## src/rtl/dlfloat_pkg.sv

```systemverilog
// Shared DLfloat16 constants and accumulator state encoding.
// Pure declarations, no logic or latency.
// No handshake; consumers apply their own flow control.
package dlfloat_pkg;

  localparam int DLF_W = 16;
  localparam int EXP_W = 6;
  localparam int MAN_W = 9;

  localparam logic [DLF_W-1:0] DLF_NAN  = 16'hFFFF;
  localparam logic [DLF_W-1:0] DLF_ZERO = 16'h0000;

  typedef enum logic [1:0] {
    IDLE,
    ACCUM,
    WAIT,
    DONE
  } acc_state_t;

  // Only the all-ones pattern is treated as NaN; fields are never decoded.
  function automatic logic is_nan(input logic [DLF_W-1:0] v);
    return (v == DLF_NAN);
  endfunction

endpackage

```

## src/rtl/dlfloat_accum_seq.sv

```systemverilog
// Stream reducer: feeds each element plus the running sum through an external adder.
// Latency: one edge from a single-element accept, two edges from the last ACCUM accept.
// Backpressure: in_ready drops during the adder turnaround cycle and while a result waits on out_ready.
module dlfloat_accum_seq
  import dlfloat_pkg::*;
#(
  parameter int MAX_LEN = 256,
  parameter int CNT_W   = $clog2(MAX_LEN + 1)
) (
  input  logic             clk,
  input  logic             rst,
  input  logic             in_valid,
  output logic             in_ready,
  input  logic [DLF_W-1:0] in_data,
  input  logic             in_last,
  output logic [DLF_W-1:0] add_a,
  output logic [DLF_W-1:0] add_b,
  input  logic [DLF_W-1:0] add_c,
  output logic             out_valid,
  input  logic             out_ready,
  output logic [DLF_W-1:0] out_data,
  output logic [CNT_W-1:0] out_count,
  output logic             out_nan,
  output logic             out_trunc
);

  acc_state_t       state;
  logic [DLF_W-1:0] acc;
  logic [CNT_W-1:0] cnt;
  logic             nan_f;
  logic             trunc_f;
  logic             last_f;

  logic             in_xfer;
  logic [CNT_W-1:0] cnt_nxt;
  logic             at_max;
  logic             in_nan;
  logic             single_max;

  // The adder sees the running sum and the offered element every cycle;
  // only the sample taken on an accepted ACCUM cycle comes back as add_c.
  assign add_a      = acc;
  assign add_b      = in_data;
  assign in_ready   = !rst && ((state == IDLE) || (state == ACCUM));
  assign in_xfer    = in_valid && in_ready;
  assign cnt_nxt    = cnt + CNT_W'(1);
  assign at_max     = (cnt_nxt == CNT_W'(MAX_LEN));
  assign in_nan     = is_nan(in_data);
  assign single_max = (MAX_LEN == 1);

  // Sequencer: state, running sum, flags and the registered result.
  always_ff @(posedge clk or posedge rst) begin
    if (rst) begin
      state     <= IDLE;
      acc       <= DLF_ZERO;
      cnt       <= '0;
      nan_f     <= 1'b0;
      trunc_f   <= 1'b0;
      last_f    <= 1'b0;
      out_valid <= 1'b0;
      out_data  <= DLF_ZERO;
      out_count <= '0;
      out_nan   <= 1'b0;
      out_trunc <= 1'b0;
    end else begin
      case (state)
        IDLE: begin
          if (in_xfer) begin
            // First element bypasses the adder.
            acc     <= in_data;
            cnt     <= CNT_W'(1);
            nan_f   <= in_nan;
            trunc_f <= !in_last && single_max;
            if (in_last || single_max) begin
              state     <= DONE;
              out_valid <= 1'b1;
              out_data  <= in_nan ? DLF_NAN : in_data;
              out_count <= CNT_W'(1);
              out_nan   <= in_nan;
              out_trunc <= !in_last && single_max;
            end else begin
              state <= ACCUM;
            end
          end
        end
        ACCUM: begin
          if (in_xfer) begin
            cnt     <= cnt_nxt;
            nan_f   <= nan_f || in_nan;
            last_f  <= in_last || at_max;
            trunc_f <= !in_last && at_max;
            state   <= WAIT;
          end
        end
        WAIT: begin
          // add_c now holds the sum sampled on the accepting edge.
          acc <= add_c;
          if (last_f) begin
            state     <= DONE;
            out_valid <= 1'b1;
            out_data  <= nan_f ? DLF_NAN : add_c;
            out_count <= cnt;
            out_nan   <= nan_f;
            out_trunc <= trunc_f;
          end else begin
            state <= ACCUM;
          end
        end
        DONE: begin
          if (out_ready) begin
            state     <= IDLE;
            cnt       <= '0;
            nan_f     <= 1'b0;
            trunc_f   <= 1'b0;
            out_valid <= 1'b0;
            out_data  <= DLF_ZERO;
            out_count <= '0;
            out_nan   <= 1'b0;
            out_trunc <= 1'b0;
          end
        end
        default: state <= IDLE;
      endcase
    end
  end

endmodule

```

## config.mk

```make
export PLATFORM = sky130hd
export DESIGN_NAME = dlfloat_accum_seq
export DESIGN_NICKNAME = d
export VERILOG_FILES = /design/src/rtl/dlfloat_pkg.sv /design/src/rtl/dlfloat_accum_seq.sv
export SDC_FILE = /design/constraint.sdc
export NUM_CORES = 1
export LEC_CHECK = 0
export ABC_AREA = 1
export BUFFER_PORTS_ARGS = -buffer_cell sky130_fd_sc_hd__buf_2
export CORE_MARGIN = 3
export CORE_UTILIZATION = 55
export DETAILED_ROUTE_END_ITERATION = 8
export GPL_ROUTABILITY_DRIVEN = 0
export MAX_ROUTING_LAYER = met4
export PLACE_DENSITY = 0.87
export SYNTH_ARGS = -nofsm -noshare
export SYNTH_HDL_FRONTEND = slang
export SYNTH_SLANG_ARGS = --single-unit
```

## constraint.sdc

```tcl
create_clock -name clk -period 4.1 [get_ports clk]
set_clock_uncertainty 0.1 [all_clocks]
set_input_delay 0.82 -clock clk [delete_from_list [all_inputs] [get_ports clk]]
set_output_delay 0.82 -clock clk [all_outputs]
set_load 0.05 [all_outputs]
```

==> qor.csv <==
stage,metric,value,unit
status,status,finished clean,
synthesis,synthArstFlopShare,100.0,%
sta,rsz0062_at_grt,no,
synthesis,yosysSeqAreaShare,47.62,%
min_path,hold_class,flip-flop to flip-flop,
clocking,cts_max_level,3,
placement,port_buffers,97,
floorplan,ioPinCount,98,
drt,drc,0,
global_routing,grt_usage,26.43,%
synthesis,syn_area_per_cell,7.979,µm²
setup_path,worstSetupPathType,flip-flop to flip-flop,
sta,setup_violations,0,
sta,hold_viol,0,
synthesis,synth_most_common_cell,nand2_1,
power_and_ir_drop,worst_ir_drop_vdd,0.5962,mV
global_routing,grt_busiest_layer,met2,
clocking,hold_buffers,0,
finish,diodes,0,
clocking,cts_tree,yes,
global_routing,gr-usage-met2,41.72,%
sta,tightest_slew,715.1,ps
floorplan,initial_core_util,58.19,%
finish,finalNetCount,500,
clocking,clk-insertion-delay-late,340,ps
synthesis,post-synth-top-area-cell,dfrtp_1,
synthesis,ys_seq_elements,58,
drt,ant_nets,0,
setup_path,cp-end-kind,flip-flop,
clocking,clk_pin_slew,60,ps
synthesis,synth_area_leaders,"dfrtp_1, nand2_1, buf_4",
power_and_ir_drop,clkPwrFrac,17.6,%
drt,via_count,2878,
power_and_ir_drop,p_comb_share,53.1,%
global_routing,grt_use_met1,33.21,%
setup_path,crit_path_start_kind,flip-flop,
finish,stdcell_area,3622,µm²
global_routing,grt_pass1_wl,12660,µm
sta,fin_crit,2453,ps
setup_path,worstPathArrival,2630,ps
global_routing,grt_util_met3,5.381,%
synthesis,synth_top_area_share,47.62,%
power_and_ir_drop,p_int,1497,µW
floorplan,die_h,80.44,µm
synthesis,syn_inst,382,
drt,wl_per_cell,14.62,µm
floorplan,die_w,80.44,µm
finish,fin_cells,535,
floorplan,core,5238,µm²
synthesis,ys_warn_count,0,
drt,totalWireLength,7822,µm
floorplan,num_rows,26,
sta,relSlewSlack,52.26,%
sta,finalSetupTns,0,ps
power_and_ir_drop,netSwitchingFraction,51.85,%
synthesis,ys_types,28,
global_routing,grt_pass1_vias,2793,
drt,first_pass_iters,5,
sta,timing.hold.ws,375.8,ps
placement,placed_cells,520,
placement,postPlaceCellArea,3418,µm²
synthesis,synth.top_cells.by_count,"nand2_1, dfrtp_1, inv_1",
power_and_ir_drop,leakage,0.002075,µW
clocking,clock_path_buffers,2,
job,maxCapViolCount,0,
synthesis,syn_nets,421,
finish,area_delta_synth_final,18.84,%
sta,max_freq,0.4077,GHz
finish,drive_gt1_share,28.60,%
sta,finalCritPeriodShare,59.83,%
synthesis,synth_flop_cell,dfrtp_1,
power_and_ir_drop,p_seq_share,29.3,%
synthesis,synth-edff-count,0,
synthesis,syn_area,3048,µm²
global_routing,grt_max_degree,46,
clocking,cts_root_buf,clkbuf_8,
power_and_ir_drop,total_switching_power,1612,µW
power_and_ir_drop,finalPower,3110,µW
floorplan,dieArea,6471,µm²
clocking,ctsResizeCount,0,
setup_path,worst-endpoint-required,4280,ps
placement,hpwl,5709,µm
drt,drtIter0Drc,228,
clocking,cts_setup_buffers,0,
global_routing,grt_remaining_overflow,0,
sta,drv_slew,0,
global_routing,antenna_found_initial,0,
clocking,numCtsBuffers,9,
drt,viasPerCell,5.379,
setup_path,path_max_fanout,24,
power_and_ir_drop,pwr_density_cell,858.5,nW/µm²
clocking,cts_sinks,58,
## area by class of cell
cell class | count | area, µm²
clock buffer | 13 | 168.9
multi-input combinational | 264 | 1274
sequential | 58 | 1451
inverter | 30 | 112.6
tap | 70 | 87.58
clock inverter | 2 | 35.03
timing repair buffer | 98 | 493.0
fill | 429 | 1615
## critical path, cell delays in order (launching register included)
cell and delay [ps]:
dfrtp_1 660, nand2_2 420, inv_2 440, nand2_1 380, nand2_1 190, nand2_1 100, nand3_1 90
## state kept, by name (all words and copies together) (netlist names), 2 cells and up
signal,count
add_a,16
cnt,9
out_count,9
out_data,16
state,2
## worst paths after layout
path / cells after the start / slack, ps / startpoint / endpoint
max: 6 / 1650 / state[1]$_DFFE_PP0P_ / out_data[4]$_DFFE_PP0P_
min: 1 / 380 / add_a[12]$_DFFE_PP0P_ / add_a[12]$_DFFE_PP0P_
max reg2reg: 6 / 1650 / state[1]$_DFFE_PP0P_ / out_data[4]$_DFFE_PP0P_
min reg2reg: 1 / 380 / add_a[12]$_DFFE_PP0P_ / add_a[12]$_DFFE_PP0P_
max in group asynchronous: 3 / 2570 / rst / out_data[11]$_DFFE_PP0P_
min in group asynchronous: 2 / 540 / rst / state[0]$_DFFE_PP0P_
## cells by family after synthesis
kind of cell	count (synthesis)	synth area share, %
simple gates	187	25.86
compound gates	71	13.63
buf+inv	60	10.59
flops	58	47.62
mux	4	1.478
fa+ha+maj	2	0.8209
## cell usage in the layout (no fill, tap or decap)
| master | synthesis | final |
|---|---|---|
| nor2_2 | 1 | 1 |
| o21ai_0 | 14 | 14 |
| nand4_1 | 2 | 2 |
| a21o_1 | 11 | 11 |
| nand3_4 | 1 | 1 |
| nor2_1 | 20 | 20 |
| ha_1 | 2 | 2 |
| clkbuf_1 | 2 | 1 |
| o21bai_1 | 1 | 1 |
| or2_2 | 1 | 1 |
| clkinv_2 | 0 | 1 |
| inv_1 | 26 | 25 |
| o21ai_1 | 9 | 9 |
| o21ai_2 | 1 | 1 |
| or2_4 | 1 | 1 |
| inv_2 | 4 | 5 |
| o22ai_1 | 5 | 5 |
| nand2_1 | 137 | 137 |
| buf_2 | 6 | 97 |
| buf_4 | 20 | 1 |
| nor2_4 | 1 | 1 |
| nand2_2 | 5 | 5 |
| clkbuf_8 | 0 | 12 |
| nor2_8 | 1 | 1 |
| bufinv_16 | 0 | 1 |
| o31ai_1 | 8 | 8 |
| dfrtp_1 | 58 | 58 |
| nand3_1 | 17 | 17 |
| mux2_2 | 4 | 4 |
| a21oi_1 | 22 | 22 |
## through the flow
step	worst slack (ps)	util [%]
detailed placement	1731	65.27
CTS	1699	69.16
global placement	1792	65.27
floorplan	1752	-
global route	1394	69.16
finish	1647	69.16
## per-layer routing
layer  share of wire, %  vias up
met4                2.2        0
met3                7.6       17
li1                   -     1371
met1                 43     1345
met2                 47      145
met5                  0        -
## power by group through the flow
stage,Combinational (µW),Clock (µW),Sequential [µW]
finish,1650,548,911
global route,1780,577,929
CTS,1650,556,906
detailed placement,1640,0,911
global placement,1600,0,911
floorplan,827,0,1430
Note: power is estimated with default switching activity, not from simulation.
